## src/rtl/bnn_layer_seq.sv

```systemverilog
// bnn_layer_seq: per-layer sequencer for the BNN XNOR-popcount datapath.
// For the selected layer it sweeps every neuron and every packed input word of that neuron.
// It issues weight/activation reads, clears and enables the accumulator, and commits each
// neuron bit. A one-cycle done pulse marks the end of the layer.
// Optional feature: define BNN_LAYER_SEQ_PERF_EN to enable the cycle_count run counter.
// With the macro undefined, no counter register exists and cycle_count is tied to 0.
module bnn_layer_seq #(
    parameter int unsigned L1_NEURONS = 256,
    parameter int unsigned L1_WORDS   = 49,
    parameter int unsigned L2_NEURONS = 128,
    parameter int unsigned L2_WORDS   = 16,
    parameter int unsigned L3_NEURONS = 10,
    parameter int unsigned L3_WORDS   = 8,
    parameter int unsigned L2_W_BASE  = 12544,
    parameter int unsigned L3_W_BASE  = 14592,
    parameter int unsigned W_ADDR_W   = 14,
    parameter int unsigned X_ADDR_W   = 6,
    parameter int unsigned N_W        = 8,
    parameter int unsigned MEM_LAT    = 1
) (
    input  logic                clk,
    input  logic                rst_n,
    input  logic                start,
    input  logic [1:0]          layer,
    output logic                busy,
    output logic                rd_en,
    output logic [W_ADDR_W-1:0] w_addr,
    output logic [X_ADDR_W-1:0] x_addr,
    output logic                acc_clr,
    output logic                acc_en,
    output logic                out_we,
    output logic [N_W-1:0]      out_idx,
    output logic                done,
    output logic [31:0]         cycle_count
);

    localparam int unsigned DRN_W = 2;

    // Per-layer configuration; counts are stored as last-index values so they fit the counter widths
    localparam logic [N_W-1:0]      L1_NLAST = N_W'(L1_NEURONS - 1);
    localparam logic [N_W-1:0]      L2_NLAST = N_W'(L2_NEURONS - 1);
    localparam logic [N_W-1:0]      L3_NLAST = N_W'(L3_NEURONS - 1);
    localparam logic [X_ADDR_W-1:0] L1_WLAST = X_ADDR_W'(L1_WORDS - 1);
    localparam logic [X_ADDR_W-1:0] L2_WLAST = X_ADDR_W'(L2_WORDS - 1);
    localparam logic [X_ADDR_W-1:0] L3_WLAST = X_ADDR_W'(L3_WORDS - 1);
    localparam logic [W_ADDR_W-1:0] L1_BASE  = W_ADDR_W'(0);
    localparam logic [W_ADDR_W-1:0] L2_BASE  = W_ADDR_W'(L2_W_BASE);
    localparam logic [W_ADDR_W-1:0] L3_BASE  = W_ADDR_W'(L3_W_BASE);
    localparam logic [DRN_W-1:0]    DRN_LAST = DRN_W'(MEM_LAT - 1);

    // Elaboration-time legality checks on the configuration
    if (MEM_LAT < 1 || MEM_LAT > 3) begin : g_chk_lat
        $error("bnn_layer_seq: MEM_LAT must be 1..3");
    end
    if (L1_NEURONS < 1 || longint'(L1_NEURONS) > (longint'(1) << N_W) ||
        L2_NEURONS < 1 || longint'(L2_NEURONS) > (longint'(1) << N_W) ||
        L3_NEURONS < 1 || longint'(L3_NEURONS) > (longint'(1) << N_W)) begin : g_chk_n
        $error("bnn_layer_seq: neuron count does not fit N_W");
    end
    if (L1_WORDS < 1 || longint'(L1_WORDS) > (longint'(1) << X_ADDR_W) ||
        L2_WORDS < 1 || longint'(L2_WORDS) > (longint'(1) << X_ADDR_W) ||
        L3_WORDS < 1 || longint'(L3_WORDS) > (longint'(1) << X_ADDR_W)) begin : g_chk_w
        $error("bnn_layer_seq: word count does not fit X_ADDR_W");
    end
    if (longint'(L1_NEURONS) * longint'(L1_WORDS) > (longint'(1) << W_ADDR_W) ||
        longint'(L2_W_BASE) + longint'(L2_NEURONS) * longint'(L2_WORDS) > (longint'(1) << W_ADDR_W) ||
        longint'(L3_W_BASE) + longint'(L3_NEURONS) * longint'(L3_WORDS) > (longint'(1) << W_ADDR_W))
    begin : g_chk_base
        $error("bnn_layer_seq: weight range exceeds W_ADDR_W");
    end

    typedef enum logic [2:0] {
        IDLE   = 3'd0,
        CLEAR  = 3'd1,
        STREAM = 3'd2,
        DRAIN  = 3'd3,
        COMMIT = 3'd4,
        DONE   = 3'd5
    } state_e;

    state_e                state_q,   state_d;
    logic [N_W-1:0]        nlast_q,   nlast_d;
    logic [X_ADDR_W-1:0]   wlast_q,   wlast_d;
    logic [N_W-1:0]        n_q,       n_d;
    logic [DRN_W-1:0]      drn_q,     drn_d;
    logic [W_ADDR_W-1:0]   w_addr_q,  w_addr_d;
    logic [X_ADDR_W-1:0]   x_addr_q,  x_addr_d;
    logic [N_W-1:0]        out_idx_q, out_idx_d;
    logic                  busy_q,    busy_d;
    logic                  rd_en_q,   rd_en_d;
    logic                  acc_clr_q, acc_clr_d;
    logic                  out_we_q,  out_we_d;
    logic                  done_q,    done_d;
    logic [MEM_LAT-1:0]    acc_sr_q,  acc_sr_d;

    // Next-state, counter and strobe logic; strobes are decoded from the next state so they register in step with it
    always_comb begin
        state_d   = state_q;
        nlast_d   = nlast_q;
        wlast_d   = wlast_q;
        n_d       = n_q;
        drn_d     = drn_q;
        w_addr_d  = w_addr_q;
        x_addr_d  = x_addr_q;
        out_idx_d = out_idx_q;

        case (state_q)
            IDLE: begin
                if (start && (layer != 2'd0)) begin
                    state_d  = CLEAR;
                    n_d      = '0;
                    x_addr_d = '0;
                    case (layer)
                        2'd1: begin
                            nlast_d  = L1_NLAST;
                            wlast_d  = L1_WLAST;
                            w_addr_d = L1_BASE;
                        end
                        2'd2: begin
                            nlast_d  = L2_NLAST;
                            wlast_d  = L2_WLAST;
                            w_addr_d = L2_BASE;
                        end
                        default: begin
                            nlast_d  = L3_NLAST;
                            wlast_d  = L3_WLAST;
                            w_addr_d = L3_BASE;
                        end
                    endcase
                end
            end
            CLEAR: begin
                state_d = STREAM;
            end
            STREAM: begin
                // Weight address runs contiguously across neurons: base + n*W + w
                w_addr_d = w_addr_q + W_ADDR_W'(1);
                if (x_addr_q == wlast_q) begin
                    state_d = DRAIN;
                    drn_d   = '0;
                end else begin
                    x_addr_d = x_addr_q + X_ADDR_W'(1);
                end
            end
            DRAIN: begin
                if (drn_q == DRN_LAST) begin
                    state_d = COMMIT;
                end else begin
                    drn_d = drn_q + DRN_W'(1);
                end
            end
            COMMIT: begin
                if (n_q == nlast_q) begin
                    state_d = DONE;
                end else begin
                    n_d      = n_q + N_W'(1);
                    x_addr_d = '0;
                    state_d  = CLEAR;
                end
            end
            DONE: begin
                state_d = IDLE;
            end
            default: begin
                state_d = IDLE;
            end
        endcase

        busy_d    = (state_d == CLEAR) || (state_d == STREAM) ||
                    (state_d == DRAIN) || (state_d == COMMIT);
        rd_en_d   = (state_d == STREAM);
        acc_clr_d = (state_d == CLEAR);
        out_we_d  = (state_d == COMMIT);
        done_d    = (state_d == DONE);
        if (state_d == COMMIT) begin
            out_idx_d = n_q;
        end

        // acc_en is rd_en delayed by exactly MEM_LAT cycles
        acc_sr_d = MEM_LAT'({acc_sr_q, rd_en_q});
    end

    // State, counters and registered outputs
    always_ff @(posedge clk or negedge rst_n) begin
        if (!rst_n) begin
            state_q   <= IDLE;
            nlast_q   <= '0;
            wlast_q   <= '0;
            n_q       <= '0;
            drn_q     <= '0;
            w_addr_q  <= '0;
            x_addr_q  <= '0;
            out_idx_q <= '0;
            busy_q    <= 1'b0;
            rd_en_q   <= 1'b0;
            acc_clr_q <= 1'b0;
            out_we_q  <= 1'b0;
            done_q    <= 1'b0;
            acc_sr_q  <= '0;
        end else begin
            state_q   <= state_d;
            nlast_q   <= nlast_d;
            wlast_q   <= wlast_d;
            n_q       <= n_d;
            drn_q     <= drn_d;
            w_addr_q  <= w_addr_d;
            x_addr_q  <= x_addr_d;
            out_idx_q <= out_idx_d;
            busy_q    <= busy_d;
            rd_en_q   <= rd_en_d;
            acc_clr_q <= acc_clr_d;
            out_we_q  <= out_we_d;
            done_q    <= done_d;
            acc_sr_q  <= acc_sr_d;
        end
    end

`ifdef BNN_LAYER_SEQ_PERF_EN
    logic [31:0] cycle_count_q, cycle_count_d;

    // Run-length counter: cleared on accepted start, counts busy cycles, holds after done
    always_comb begin
        cycle_count_d = cycle_count_q;
        if ((state_q == IDLE) && (state_d == CLEAR)) begin
            cycle_count_d = '0;
        end else if (busy_q) begin
            cycle_count_d = cycle_count_q + 32'd1;
        end
    end

    // Run-length counter register
    always_ff @(posedge clk or negedge rst_n) begin
        if (!rst_n) begin
            cycle_count_q <= '0;
        end else begin
            cycle_count_q <= cycle_count_d;
        end
    end

    assign cycle_count = cycle_count_q;
`else
    assign cycle_count = 32'd0;
`endif

    assign busy    = busy_q;
    assign rd_en   = rd_en_q;
    assign w_addr  = w_addr_q;
    assign x_addr  = x_addr_q;
    assign acc_clr = acc_clr_q;
    assign acc_en  = acc_sr_q[MEM_LAT-1];
    assign out_we  = out_we_q;
    assign out_idx = out_idx_q;
    assign done    = done_q;

endmodule
```

## config.mk

```make
export PLATFORM = sky130hd
export DESIGN_NAME = bnn_layer_seq
export DESIGN_NICKNAME = d
export VERILOG_FILES = /design/src/rtl/bnn_layer_seq.sv
export SDC_FILE = /design/constraint.sdc
export NUM_CORES = 1
export LEC_CHECK = 0
export CAP_MARGIN = 15
export CORE_MARGIN = 1.5
export CORE_UTILIZATION = 55
export CTS_BUF_LIST = sky130_fd_sc_hd__clkbuf_8
export DETAILED_ROUTE_END_ITERATION = 6
export GPL_ROUTABILITY_DRIVEN = 0
export PLACE_DENSITY = 0.93
export SETUP_SLACK_MARGIN = 0.3
export SYNTH_ARGS = -nofsm -noshare
export SYNTH_HDL_FRONTEND = slang
export SYNTH_SLANG_ARGS = --single-unit
export TNS_END_PERCENT = 20
```

## constraint.sdc

```tcl
create_clock -name clk -period 3 [get_ports clk]
set_input_delay 0.45 -clock clk [delete_from_list [all_inputs] [get_ports clk]]
set_output_delay 0.45 -clock clk [all_outputs]
set_load 0.02 [all_outputs]
```

==> reports/results.tsv, run 1 <==
stage	metric	value	unit
yosys	synthDistinctLibCells	49	
clock_tree	cts_resized	0	
global_route	grt_pass1_vias	2172	
global_route	grt_util_all_layers	22.76	%
run	max_cap_viol_count	0	
critical_path	crit_chain	clkdlybuf4s50_1 -> inv_1 -> ha_1 -> nor2b_1 -> o21a_1 -> o31ai_4 -> or4_2 -> a21oi_1	
clock_tree	cts_made_buffers	5	
min_path	min_path_type	in2async	
critical_path	path_class	in2reg	
yosys	synth_top_area_cell	dfrtp_1	
layout	final_cells	421	
critical_path	r2r_end	n_q[5]	
clock_tree	cts_setup_buffers	0	
critical_path	slowest_delay	0.64	ns
sta	setup_tns	0	ns
place	place_hpwl	4191	um
yosys	syn_area	0.002859	mm^2
pwr	p_per_area	359.4	mW/mm^2
layout	syn2layout_area_growth	15.27	%
global_route	overflow	0	
sta	skew	0.01409	ns
global_route	grt_max_degree	32	
clock_tree	cts_root_buf	clkbuf_8	
yosys	synth_top_area_share	45.51	%
critical_path	required	3.25	ns
yosys	syn_avg_cell_area	9.282	um^2
die	dieWidth	75.10	um
critical_path	rrSetupSlack	0.64	ns
drt	vias_per_cell	5.534	
place	placedCellCount	413	
layout	layout-drive-gt1-share	7.407	%
place	io_buffer_count	38	
clock_tree	clock_latency	0.32	ns
die	row_count	26	
sta	worstMarginPinSlew	0.5205	ns
yosys	ys.flop_type	dfrtp_1	
clock_tree	clock_sink_count	52	
layout	antenna_cells	0	
die	core_area	0.005075	mm^2
die	io_pins	71	
clock_tree	cts_tree	yes	
sta	fmax	407.8	MHz
drt	vias	2330	
die	die_height	75.10	um
drt	drcViolationCount	0	
critical_path	critical-path-top-delay-family	simple AND/OR/NAND/NOR gates	
pwr	leakage	1.548	nW
run_status	status	finished, final reports clean	
die	initial_core_util	56.34	%
drt	drt_iter0_drc	208	
die	die-area	0.005640	mm^2
sta	finalSetupViolations	0	
pwr	ir_drop	0.0002556	V
drt	wirelength	5850	um
yosys	synth_common_cells	dfrtp_1, nand2_1, buf_4, nor2_1, o21ai_0	
drt	drtAntennaViolNets	0	
clock_tree	clkTransAtPathRegs	0.10	ns
sta	setup_slack	0.5478	ns
yosys	async_flop_share	100.0	%
critical_path	worst_r2r_startpoint	n_q[2]	
sta	final.period_utilization	81.74	%
place	place_worst_setup_slack	0.2348	ns
global_route	grt_pass1_wl	9798	um
critical_path	crit_path_end_kind	register	
yosys	synth_warnings	0	
yosys	ys_ff_latch	52	
yosys	syn_inst	308	
critical_path	worst-path-buf-inv	2	
clock_tree	clockBufferDepth	2	
layout	register_area	0.001301	mm^2
clock_tree	hold_buffers	0	
yosys	synth_area_leaders	dfrtp_1, buf_4, nand2_1	
critical_path	cpMaxStageDelayCell	or4_2	
drt	wl_per_cell	13.90	um
critical_path	critPathLaunchType	primary input	
sta	hold_viol	0	
global_route	antenna_found_initial	0	
critical_path	rr_worst_depth	6	
critical_path	crit_fanout	10	
yosys	yosysSeqAreaShare	45.51	%
layout	nFillCells	449	
yosys	synth-edff-count	0	
layout	final_nets	363	
clock_tree	htree_levels	2	
sta	rsz0062_at_grt	no	
sta	finalMaxSlewViolations	0	
sta	min_period	2.452	ns
drt	dr.pass1.iters	4	
sta	slew_headroom	65.30	%
layout	multi_input_area	0.001366	mm^2
critical_path	arrival	2.70	ns
==> kinds of logic after synthesis <==
family | count (synthesis) | share of synthesized area, %
AO/OA/AOI/OAI | 59 | 14.44
buffers and inverters | 48 | 10.77
adder cells (fa/ha/maj) | 8 | 3.501
other | 1 | 0.1312
AND/OR/NAND/NOR | 131 | 22.50
multiplexers | 7 | 2.538
flip-flops | 52 | 45.51
XOR/XNOR | 2 | 0.6128
==> metal layers <==
metal | track usage (%) | part of all wire [%] | vias up
met3 | 5.355 | 6.4 | 7
li1 | - | - | 1101
met4 | 8.081 | 1.1 | 0
met5 | 0 | 0 | -
met1 | 28.93 | 44 | 1118
met2 | 38.05 | 49 | 104
==> through the flow <==
step                hold WS [ns]  utilization, %  total power [mW]  cell area (um^2)
global placement          0.3615           63.02            0.7748              3198
floorplan                 0.1544               -            0.7858              2975
detailed placement        0.3783           63.02            0.7760              3198
global route              0.1256           64.94             1.230              3296
CTS                       0.1060           64.94             1.194              3296
finish                   0.09527           64.94             1.185              3296
==> where the power goes <==
part | total, mW | switching (mW) | internal, mW
combinational | 0.0621 | 0.0548 | 0.00724
clock | 0.422 | 0.235 | 0.187
sequential | 0.700 | 0 | 0.700
total | 1.18 | 0.290 | 0.894
==> registers in the layout (all words and copies together) (netlist names) <==
signal / cells
drn_q: 2
state_q: 3
acc_en: 1
w_addr: 14
out_we: 1
wlast_q: 3
acc_clr: 1
done: 1
rd_en: 1
busy: 1
out_idx: 8
x_addr: 6
n_q: 8
nlast_q: 2
==> area by class of cell <==
type,instances,share of cell area [%]
Clock inverter,2,0.4556
Multi-Input combinational cell,239,41.46
Timing Repair Buffer,42,12.30
Clock buffer,6,2.506
Inverter,10,1.139
Tap cell,70,2.658
Sequential cell,52,39.48
==> cells in the final DEF, fill, tap and decap left out, types with 3 or more instances in the layout <==
cell type | synthesis | routed
clkbuf_8 | 0 | 6
ha_1 | 8 | 8
nor2_1 | 19 | 19
nand4_1 | 6 | 6
conb_1 | 1 | 32
o211ai_1 | 3 | 3
or4_1 | 3 | 3
and3_1 | 4 | 4
dfrtp_1 | 52 | 52
a211o_1 | 3 | 3
nand2b_1 | 6 | 6
a21o_1 | 3 | 3
clkdlybuf4s50_1 | 0 | 37
buf_4 | 32 | 4
nor3_1 | 5 | 5
o31ai_1 | 6 | 6
a22o_1 | 3 | 3
inv_1 | 9 | 9
or3_1 | 6 | 6
nand3_1 | 17 | 17
a21oi_1 | 11 | 11
mux2i_1 | 5 | 5
o21ai_0 | 18 | 18
nand2_1 | 52 | 52
==> worst reg2reg max path, cell delays in order, from the launching register on <==
cell and delay, ns:
dfrtp_1 0.47, or4_4 0.57, o32a_4 0.36, o31ai_4 0.43
buf_4 0.22, nor3_1 0.06, mux2i_1 0.11
==> worst max path at each step <==
stage / start / endpoint / cells after the start
final: layer[0] / n_q[7] / 8
after global routing: layer[0] / n_q[4] / 9
after CTS: layer[0] / n_q[7] / 8
after detailed placement: layer[0] / n_q[4] / 9
after global placement: layer[0] / n_q[7] / 8
after floorplan: x_addr[2] / x_addr[3] / 5
Power figures use the tool's default switching activity.
==> inputs of run 2 (changes only) <==
--- a/config.mk
+++ b/config.mk
@@ -7,11 +7,11 @@
 export LEC_CHECK = 0
 export CAP_MARGIN = 15
 export CORE_MARGIN = 1.5
-export CORE_UTILIZATION = 55
+export CORE_UTILIZATION = 51
 export CTS_BUF_LIST = sky130_fd_sc_hd__clkbuf_8
 export DETAILED_ROUTE_END_ITERATION = 6
 export GPL_ROUTABILITY_DRIVEN = 0
-export PLACE_DENSITY = 0.93
+export PLACE_DENSITY = 0.87
 export SETUP_SLACK_MARGIN = 0.3
 export SYNTH_ARGS = -nofsm -noshare
 export SYNTH_HDL_FRONTEND = slang
==> constraint.sdc (replaced) <==
create_clock -name clk -period 2.3 [get_ports clk]
set_input_delay 0.345 -clock clk [delete_from_list [all_inputs] [get_ports clk]]
set_output_delay 0.345 -clock clk [all_outputs]
set_load 0.02 [all_outputs]
==> run 2 against run 1 <==
Global-route usage down 1.1 points. First-iteration DRC count up 15%. Routed wire length up 6.3%. Combinational power up 46%. Core utilization up 0.99 points. Clock skew down 0.0084 ns. Sequential share of layout area down 3.4 points. Die area up 7.5%. Total power up 25%. Non-clock buffer count up 28. Sequential cell count unchanged. Critical path depth down 1.
==> reports/results.tsv, run 2 (same netlist as run 1, synthesis figures left out) <==
stage	metric	value	unit	change
clock_tree	clkTransAtPathRegs	0.08	ns	-0.02 ns
critical_path	cp.depth	7		-1
layout	final_cell_mix	nand2_1, dfrtp_1, clkdlybuf4s50_1, conb_1, buf_4		
critical_path	critPathLaunchType	register		
critical_path	cpMaxStageDelayCell	or4_4		
clock_tree	cts_made_buffers	5		unchanged
sta	skew	0.005646	ns	-0.008442 ns
drt	dr.pass1.iters	4		unchanged
pwr	leakage	1.726	nW	+11%
sta	finalSetupViolations	0		unchanged
sta	setup_slack	0.2722	ns	-0.2756 ns
global_route	grt_util_all_layers	21.63	%	-1.1 points
pwr	p_per_area	410.9	mW/mm^2	+14%
clock_tree	htree_levels	2		unchanged
critical_path	r2r_end	n_q[7]		
sta	rsz0062_at_grt	yes		
sta	min_period	2.028	ns	
critical_path	rrSetupSlack	0.27	ns	-0.37 ns
die	initial_core_util	52.24	%	-4.1 points
critical_path	slowest_delay	0.55	ns	-0.09 ns
clock_tree	cts_tree	yes		
pwr	swShare	23.52	%	-0.97 points
pwr	p_seq_share	61.6	%	+2.5 points
critical_path	rr_worst_depth	7		+1
die	row_count	27		+3.8%
critical_path	cp-startpoint	n_q[6]		
die	die_height	77.87	um	+3.7%
global_route	grt_pass1_wl	10410	um	+6.3%
critical_path	crit_end	n_q[7]		
layout	final_nets	391		+7.7%
die	dieWidth	77.87	um	+3.7%
global_route	overflow	0		unchanged
global_route	grt_max_degree	30		-6.3%
sta	final.period_utilization	88.16	%	
layout	nFillCells	469		+4.5%
drt	wl_per_cell	13.82	um	-0.58%
drt	vias	2366		+1.5%
sta	worstMarginPinSlew	0.5850	ns	+0.06441 ns
clock_tree	clock_sink_count	52		unchanged
layout	final_cells	450		+6.9%
layout	antenna_cells	0		unchanged
drt	drcViolationCount	0		unchanged
layout	syn2layout_area_growth	26.21	%	
place	place_hpwl	4384	um	+4.6%
pwr	p_sw	0.3488	mW	+20%
critical_path	worst-path-buf-inv	2		unchanged
pwr	pwr-share-comb	6.1	%	+0.9 points
clock_tree	hold_buffers	0		unchanged
place	place_worst_setup_slack	-0.1634	ns	-0.3982 ns
sta	slew_headroom	61.00	%	-4.3 points
run_status	status	finished, final reports clean		
global_route	grt_pass1_vias	2193		+0.97%
critical_path	crit_fanout	7		-3
drt	wirelength	6217	um	+6.3%
min_path	min_path_type	in2async		
clock_tree	clock_latency	0.31	ns	about the same
die	die-area	0.006064	mm^2	+7.5%
sta	finalMaxSlewViolations	0		unchanged
critical_path	critical-path-top-delay-family	compound AO/OA/AOI/OAI gates		
critical_path	arrival	2.27	ns	-0.43 ns
critical_path	path_class	reg2reg		
critical_path	cp_common_cell	buf_6		
clock_tree	cts_root_buf	clkbuf_8		
pwr	pwr-share-clk	32.3	%	-3.3 points
critical_path	worst_r2r_startpoint	n_q[6]		
layout	layout_commonest_cell	nand2_1		
clock_tree	clockBufferDepth	2		unchanged
drt	drtAntennaViolNets	0		unchanged
place	io_buffer_count	38		unchanged
critical_path	crit_path_end_kind	register		
critical_path	crit_chain	or4_4 -> o32a_4 -> o31ai_4 -> buf_6 -> buf_6 -> o31ai_2 -> a21oi_2		
pwr	ir_drop	0.0003010	V	+18%
global_route	antenna_found_initial	0		unchanged
sta	hold_viol	0		unchanged
drt	vias_per_cell	5.258		-5.0%
run	max_cap_viol_count	0		unchanged
critical_path	required	2.54	ns	-0.71 ns
drt	drt_iter0_drc	239		+15%
sta	fmax	493.2	MHz	
pwr	intPower	1.134	mW	+27%
layout	layout-drive-gt1-share	17.72	%	+10 points
layout	largest_register_ffs	14		unchanged
die	core_area	0.005473	mm^2	+7.8%
place	placedCellCount	433		+4.8%
die	io_pins	71		unchanged
run 2: power groups by stage:
stage	combinational, mW	sequential (mW)	clock, mW
floorplan	0.0931	0.932	0
global placement	0.0889	0.932	0
detailed placement	0.0901	0.932	0
CTS	0.0920	0.913	0.490
global route	0.101	0.913	0.535
finish	0.0906	0.913	0.479
run 2: layout make-up:
class                      instances  area, um^2  share of cell area, %
multi-input combinational        239        1448                  40.12
sequential                        52        1304                  36.13
timing repair buffer              70       651.9                  18.07
tap                               72       90.09                  2.497
clock buffer                       5       68.82                  1.907
inverter                          10       37.54                  1.040
clock inverter                     2       8.758                 0.2427
run 2: through the flow:
| stage | utilization, % | hold slack (ns) | total power, mW | setup TNS [ns] | instance area (um^2) |
|---|---|---|---|---|---|
| detailed placement | 61.18 | 0.3623 | 1.022 | -0.8990 | 3348 |
| finish | 65.94 | 0.02762 | 1.483 | 0 | 3608 |
| global route | 65.94 | 0.06111 | 1.549 | 0 | 3608 |
| global placement | 61.18 | 0.3614 | 1.020 | -0.2607 | 3348 |
| CTS | 63.81 | 0.05230 | 1.495 | 0 | 3492 |
| floorplan | - | 0.04941 | 1.025 | 0 | 2975 |
run 2: worst min-delay path by stage:
| stage | from | end | slack (ns) | depth (start not counted) |
|---|---|---|---|---|
| after floorplan | rst_n | acc_clr | 0.05 | 0 |
| after CTS | rst_n | w_addr[0] | 0.05 | 1 |
| after detailed placement | rd_en | acc_en | 0.36 | 0 |
| final | rst_n | w_addr[0] | 0.03 | 1 |
| after global placement | rd_en | acc_en | 0.36 | 0 |
| after global routing | rst_n | w_addr[0] | 0.06 | 1 |
run 2: per-layer routing:
layer | GRT usage [%] | wire length [um] | vias to the layer above
met5 | 0 | 0 | -
met4 | 6.909 | 131 | 0
met3 | 3.765 | 331 | 12
met2 | 35.48 | 3110 | 83
met1 | 29.03 | 2643 | 1117
li1 | - | - | 1154
run 2: repair_timing:
item,in CTS,in global routing
buffers inserted,3,7
setup endpoints to repair,13,27
gates resized for setup,12,14
hold endpoints to repair,0,0
pin swaps,8,8
run 2: worst register-to-register path, stage by stage, from the launching register on:
cell and delay, ns:
dfrtp_1 0.39, or4_4 0.55, o32a_4 0.36, o31ai_4 0.20
buf_6 0.16, buf_6 0.11, o31ai_2 0.07, a21oi_2 0.13
